**src/rtl/cdb_arbiter.sv**
```systemverilog
// Common-data-bus arbiter: per-FU holding slots, one registered broadcast per cycle.
// Optional same-cycle bypass of finishing results when CDB_BYPASS_EN is defined.
module cdb_arbiter #(
    parameter int unsigned N_FU     = 5,
    parameter int unsigned DATA_W   = 32,
    parameter int unsigned TAG_W    = 8,
    parameter int unsigned ARB_MODE = 1
) (
    input  logic                     clk,
    input  logic                     rst_n,
    input  logic                     flush_i,
    input  logic [N_FU-1:0]          fu_finish_i,
    input  logic [N_FU*DATA_W-1:0]   fu_data_i,
    input  logic [N_FU*TAG_W-1:0]    fu_tag_i,
    input  logic [N_FU*DATA_W-1:0]   fu_pc_i,
    output logic [N_FU-1:0]          fu_hold_o,
    output logic                     cdb_valid_o,
    output logic [TAG_W-1:0]         cdb_tag_o,
    output logic [DATA_W-1:0]        cdb_data_o,
    output logic [DATA_W-1:0]        cdb_pc_o,
    output logic [N_FU-1:0]          grant_oh_o
);

    localparam int unsigned PtrW = (N_FU > 1) ? $clog2(N_FU) : 1;

    logic [N_FU-1:0]   slot_valid_q;
    logic [DATA_W-1:0] slot_data_q [N_FU];
    logic [TAG_W-1:0]  slot_tag_q  [N_FU];
    logic [DATA_W-1:0] slot_pc_q   [N_FU];
    logic [PtrW-1:0]   ptr_q;
    logic              cdb_valid_q;
    logic [TAG_W-1:0]  cdb_tag_q;
    logic [DATA_W-1:0] cdb_data_q;
    logic [DATA_W-1:0] cdb_pc_q;
    logic [N_FU-1:0]   grant_q;

    logic [N_FU-1:0]   req;
    logic [N_FU-1:0]   bypass_req;
    logic [N_FU-1:0]   win_oh;
    logic              win_found;
    logic [PtrW-1:0]   win_idx;
    logic [N_FU-1:0]   slot_set;
    logic [TAG_W-1:0]  win_tag;
    logic [DATA_W-1:0] win_data;
    logic [DATA_W-1:0] win_pc;
    int unsigned       rr_idx;

`ifdef CDB_BYPASS_EN
    assign bypass_req = fu_finish_i & ~slot_valid_q;
`else
    assign bypass_req = '0;
`endif

    assign req = slot_valid_q | bypass_req;

    always_comb begin
        win_found = 1'b0;
        win_idx   = '0;
        rr_idx    = 0;
        if (ARB_MODE == 0) begin
            for (int i = 0; i < int'(N_FU); i++) begin
                if (req[i] && !win_found) begin
                    win_found = 1'b1;
                    win_idx   = PtrW'(i);
                end
            end
        end else begin
            // Search starts just after the last winner and wraps around.
            for (int k = 1; k <= int'(N_FU); k++) begin
                rr_idx = (int'(ptr_q) + k) % N_FU;
                if (req[rr_idx] && !win_found) begin
                    win_found = 1'b1;
                    win_idx   = PtrW'(rr_idx);
                end
            end
        end
        win_oh = win_found ? (N_FU'(1) << win_idx) : '0;
    end

    always_comb begin
        win_tag  = '0;
        win_data = '0;
        win_pc   = '0;
        for (int i = 0; i < int'(N_FU); i++) begin
            if (win_oh[i]) begin
                win_tag  = slot_tag_q[i];
                win_data = slot_data_q[i];
                win_pc   = slot_pc_q[i];
`ifdef CDB_BYPASS_EN
                if (!slot_valid_q[i]) begin
                    win_tag  = fu_tag_i[i*TAG_W +: TAG_W];
                    win_data = fu_data_i[i*DATA_W +: DATA_W];
                    win_pc   = fu_pc_i[i*DATA_W +: DATA_W];
                end
`endif
            end
        end
    end

    // A bypass winner goes straight to the bus and never occupies its slot.
    assign slot_set = fu_finish_i & ~slot_valid_q & ~win_oh;

    always_ff @(posedge clk or negedge rst_n) begin
        if (!rst_n) begin
            slot_valid_q <= '0;
            for (int i = 0; i < int'(N_FU); i++) begin
                slot_data_q[i] <= '0;
                slot_tag_q[i]  <= '0;
                slot_pc_q[i]   <= '0;
            end
            ptr_q       <= PtrW'(N_FU - 1);
            cdb_valid_q <= 1'b0;
            cdb_tag_q   <= '0;
            cdb_data_q  <= '0;
            cdb_pc_q    <= '0;
            grant_q     <= '0;
        end else if (flush_i) begin
            slot_valid_q <= '0;
            cdb_valid_q  <= 1'b0;
            cdb_tag_q    <= '0;
            cdb_data_q   <= '0;
            cdb_pc_q     <= '0;
            grant_q      <= '0;
        end else begin
            for (int i = 0; i < int'(N_FU); i++) begin
                if (win_oh[i]) begin
                    slot_valid_q[i] <= 1'b0;
                end else if (slot_set[i]) begin
                    slot_valid_q[i] <= 1'b1;
                    slot_data_q[i]  <= fu_data_i[i*DATA_W +: DATA_W];
                    slot_tag_q[i]   <= fu_tag_i[i*TAG_W +: TAG_W];
                    slot_pc_q[i]    <= fu_pc_i[i*DATA_W +: DATA_W];
                end
            end
            cdb_valid_q <= win_found;
            cdb_tag_q   <= win_tag;
            cdb_data_q  <= win_data;
            cdb_pc_q    <= win_pc;
            grant_q     <= win_oh;
            if (win_found) begin
                ptr_q <= win_idx;
            end
        end
    end

    assign fu_hold_o   = slot_valid_q;
    assign cdb_valid_o = cdb_valid_q;
    assign cdb_tag_o   = cdb_tag_q;
    assign cdb_data_o  = cdb_data_q;
    assign cdb_pc_o    = cdb_pc_q;
    assign grant_oh_o  = grant_q;

    finish_on_held_a : assert property (@(posedge clk) disable iff (!rst_n)
        (fu_finish_i & slot_valid_q) == '0)
        else $warning("protocol violation: fu_finish on an occupied slot, new result dropped");

endmodule

```
**config.mk**
```make
export PLATFORM = sky130hd
export DESIGN_NAME = cdb_arbiter
export DESIGN_NICKNAME = d
export VERILOG_FILES = /design/src/rtl/cdb_arbiter.sv
export SDC_FILE = /design/constraint.sdc
export NUM_CORES = 1
export LEC_CHECK = 0
export ABC_CLOCK_PERIOD_IN_PS = 6400
export CORE_MARGIN = 8
export CORE_UTILIZATION = 30
export CTS_CLUSTER_DIAMETER = 120
export DETAILED_ROUTE_END_ITERATION = 8
export PLACE_DENSITY = 0.59
export SETUP_SLACK_MARGIN = 0.1
export SYNTH_ARGS = -nofsm -noshare
export SYNTH_HDL_FRONTEND = slang
export SYNTH_SLANG_ARGS = --single-unit
```
**constraint.sdc**
```tcl
create_clock -name clk -period 6.4 [get_ports clk]
set_input_delay 1.6 -clock clk [delete_from_list [all_inputs] [get_ports clk]]
set_output_delay 1.6 -clock clk [all_outputs]
set_load 0.02 [all_outputs]
```
==> impl_metrics.yaml <==
run_status:
  outcome: "completed"
synthesis:
  yosysWarnings: 0
  synth-edff-count: 0
  synth_ff_type: "dfrtp_1"
  synth_top_family_by_area: "multiplexers"
  syn-mean-instance-area_um2: 12.0
  synth_cell_types: 80
  synth_fa_ha_area_frac: 0.0138
  synth_compound_area_frac: 0.0936
  ys_async_sr_fraction: 1.00
  syn_area_mm2: 0.0218
  netlist_instances: 1813
  synth-seq-area-share: 0.511
  muxShareOfSynthArea: 0.275
  syn-num-nets: 2205
  synth_xor_area_frac: 0.00613
  ys_ff_latch: 446
  synth_simple_gate_area_frac: 0.0669
drt:
  drtPass1Iterations: 5
  vias_per_cell: 4.95
  post_drt_wl_per_cell_um: 21.9
  met2_length_mm: 34.7
  met3_wirelength_mm: 3.70
  m1WireLength_mm: 30.8
  vias: 15912
  routed_wl_mm: 70.4
  ant_nets: 0
  dr.max_layer_used: "met4"
  drc: 0
  drt_iter0_markers: 914
final_layout:
  drive_gt1_frac: 0.229
  fillCellCount: 6799
  final_common_cell: "clkdlybuf4s50_1"
  final_area_mm2: 0.0292
  final_cell_mix: "clkdlybuf4s50_1 (449), dfrtp_1 (445), mux2_2 (298)"
  regArea_mm2: 0.0112
  final_core_util: 0.403
  nets: 2602
  multi_input_area_mm2: 0.0100
  area_delta_synth_final_pct: 34.0
global_routing:
  grt_pass1_vias: 17230
  grt.overflow.total: 0
  grt_first_pass_wirelength_mm: 108
  grt_max_degree: 141
  track_usage: 0.167
  antenna_found_initial: 8
worst_setup_path:
  worst-path-max-fanout: 36
  critPathCaptureType: "register"
  r2r_end: "slot_data_q[13]$_DFFE_PN0P_"
  critical_path_required_ns: 6.85
  r2r-start: "ptr_q[0]$_DFFE_PN0P_"
  rr_worst_depth: 18
  critical_path_class: "reg2reg"
  startpoint_type: "register"
  arrival_ns: 6.16
  reg2reg_slack_ns: 0.69
clocking:
  cts.sinks: 446
  clock_latency_ns: 0.59
  cts_root_buf: "clkbuf_16"
  post_cts_resized: 0
  cts_tree: "yes"
  clk_path_buf_depth: 3
  cts_setup_buffers: 0
  postCtsHoldBufs: 0
  cts_max_level: 2
  cts_buffers: 51
  clk_pin_slew_ns: 0.06
floorplanning:
  coreArea_mm2: 0.0725
  io_pins: 451
  initial_core_util: 0.301
  rows: 99
  dieArea_mm2: 0.0816
  die_w_um: 286
  die_y_um: 286
min_path:
  min_to: "slot_pc_q[31]$_DFFE_PN0P_"
  min_path_type: "reg2reg"
  hp-start: "slot_pc_q[31]$_DFFE_PN0P_"
  whs_path_depth: 1
timing:
  finalSetupViolCount: 0
  finClkSkew_ns: 0.0232
  rsz0062_at_grt: "no"
  finalCritPeriodShare: 0.892
  worst_slew_pin_slew_ns: 0.938
  relSlewSlack: 0.375
  clock.fmax_mhz: 175
  fin_crit_ns: 5.71
  hold_ws_ns: 0.485
  setup_tns_ns: 0
  hold_violations: 0
  maxSlewViolCount: 0
placed_design:
  dp_hpwl_mm: 49.0
  port_buffers: 450
  placed_cell_area_mm2: 0.0274
  place.gp.congestion: 0.873
power_and_ir_drop:
  power_uw: 19900
  power_density_mw_per_mm2: 682
  power.leakage_uw: 0.0120
  ir_drop_v: 0.00132
job:
  max-cap-violations: 0
## metal layers
layer  GRT usage  vias to the layer above
li1            -                     7276
met1       0.219                     8108
met2       0.286                      446
met3      0.0344                       82
met4      0.0349                        0
met5           0                        -
## report_power, final
group          leakage [uW]  internal [uW]  switching [uW]  total (uW)
Sequential          0.00535           4080             653        4730
Combinational       0.00577           5270            6760       12000
Clock              0.000895           1950            1220        3170
## stage by stage
| step | instances | worst slack [ns] |
|---|---|---|
| final | 3216 | 0.693 |
| after global placement | 3116 | 0.753 |
| after CTS | 3210 | 0.708 |
| after detailed placement | 3116 | 0.719 |
| after floorplan | 1813 | 1.46 |
| after global routing | 3213 | 0.328 |
## worst max-delay path, cell delays in order, from the launching register on
cell and delay, ns:
dfrtp_1 0.64, ha_1 0.52, xor2_4 0.35, ha_1 0.32, nor3b_2 0.09, o31a_1 0.31, xnor2_1 0.30, ha_1 0.24
nand2b_1 0.09, a21oi_1 0.19, a2bb2oi_2 0.29, mux2i_1 0.14, a22oi_1 0.31, nand2_1 0.14, nor4_1 0.35, or2_1 0.28
and4b_4 0.31, buf_12 0.26, mux2_4 0.34
## cells in the mapped netlist (all sizes together), types with 4 or more instances
cell type  count  area share
a211oi         7      0.0029
buf           49       0.014
nand3          8      0.0018
nand2        240       0.041
a2111oi        4      0.0022
mux2i        154       0.071
nand4          5      0.0014
xnor2          8      0.0041
inv           20      0.0036
nand2b         5      0.0014
o211a          4      0.0018
o21ai         16      0.0037
nor3           9      0.0021
a21oi        161       0.037
ha            24       0.014
nor3b          8      0.0030
or2            4      0.0011
o211ai        84       0.029
dfrtp        445        0.51
o22ai          4      0.0018
and3           4      0.0011
nor2          21      0.0036
o31ai          6      0.0021
clkbuf        87       0.015
a22oi          5      0.0017
mux2         371        0.20
## kinds of logic (layout without fill, tap and decap cells)
logic type	count (synthesis)	count (layout)
AND/OR/NAND/NOR	330	330
AO/OA/AOI/OAI	319	319
multiplexers	526	526
flip-flops	446	446
XOR/XNOR	11	11
adder cells (fa/ha/maj)	24	24
other	0	6
buffers and inverters	157	595
## area by class of cell
type,count,area share
Antenna cell,6,0.000514
Tap cell,959,0.0410
Timing Repair Buffer,480,0.169
Clock inverter,19,0.0113
Sequential cell,446,0.382
Clock buffer,75,0.0512
Inverter,21,0.00287
Multi-Input combinational cell,1210,0.342
## flip-flops by register name, summed over array words and instances (netlist names)
name / flops
ptr_q: 3
fu_hold_o: 5
cdb_pc_o: 32
cdb_valid_o: 1
grant_oh_o: 5
slot_data_q: 160
cdb_tag_o: 8
slot_pc_q: 160
slot_tag_q: 40
cdb_data_o: 32
## how the worst max path moves through the flow
stage | start | endpoint | slack, ns | cells past startpoint
6_report | ptr_q[0]$_DFFE_PN0P_ | slot_data_q[13]$_DFFE_PN0P_ | 0.69 | 18
5_1_grt | ptr_q[0]$_DFFE_PN0P_ | cdb_data_o[5]$_DFF_PN0_ | 0.33 | 16
4_1_cts | ptr_q[0]$_DFFE_PN0P_ | cdb_tag_o[1]$_DFF_PN0_ | 0.71 | 15
3_5_place_dp | ptr_q[0]$_DFFE_PN0P_ | cdb_tag_o[1]$_DFF_PN0_ | 0.72 | 15
3_3_place_gp | ptr_q[1]$_DFFE_PN0P_ | cdb_tag_o[1]$_DFF_PN0_ | 0.75 | 15
2_1_floorplan | ptr_q[0]$_DFFE_PN0P_ | fu_hold_o[0]$_DFFE_PN0P_ | 1.46 | 19
(Power assumes the default switching activity.)
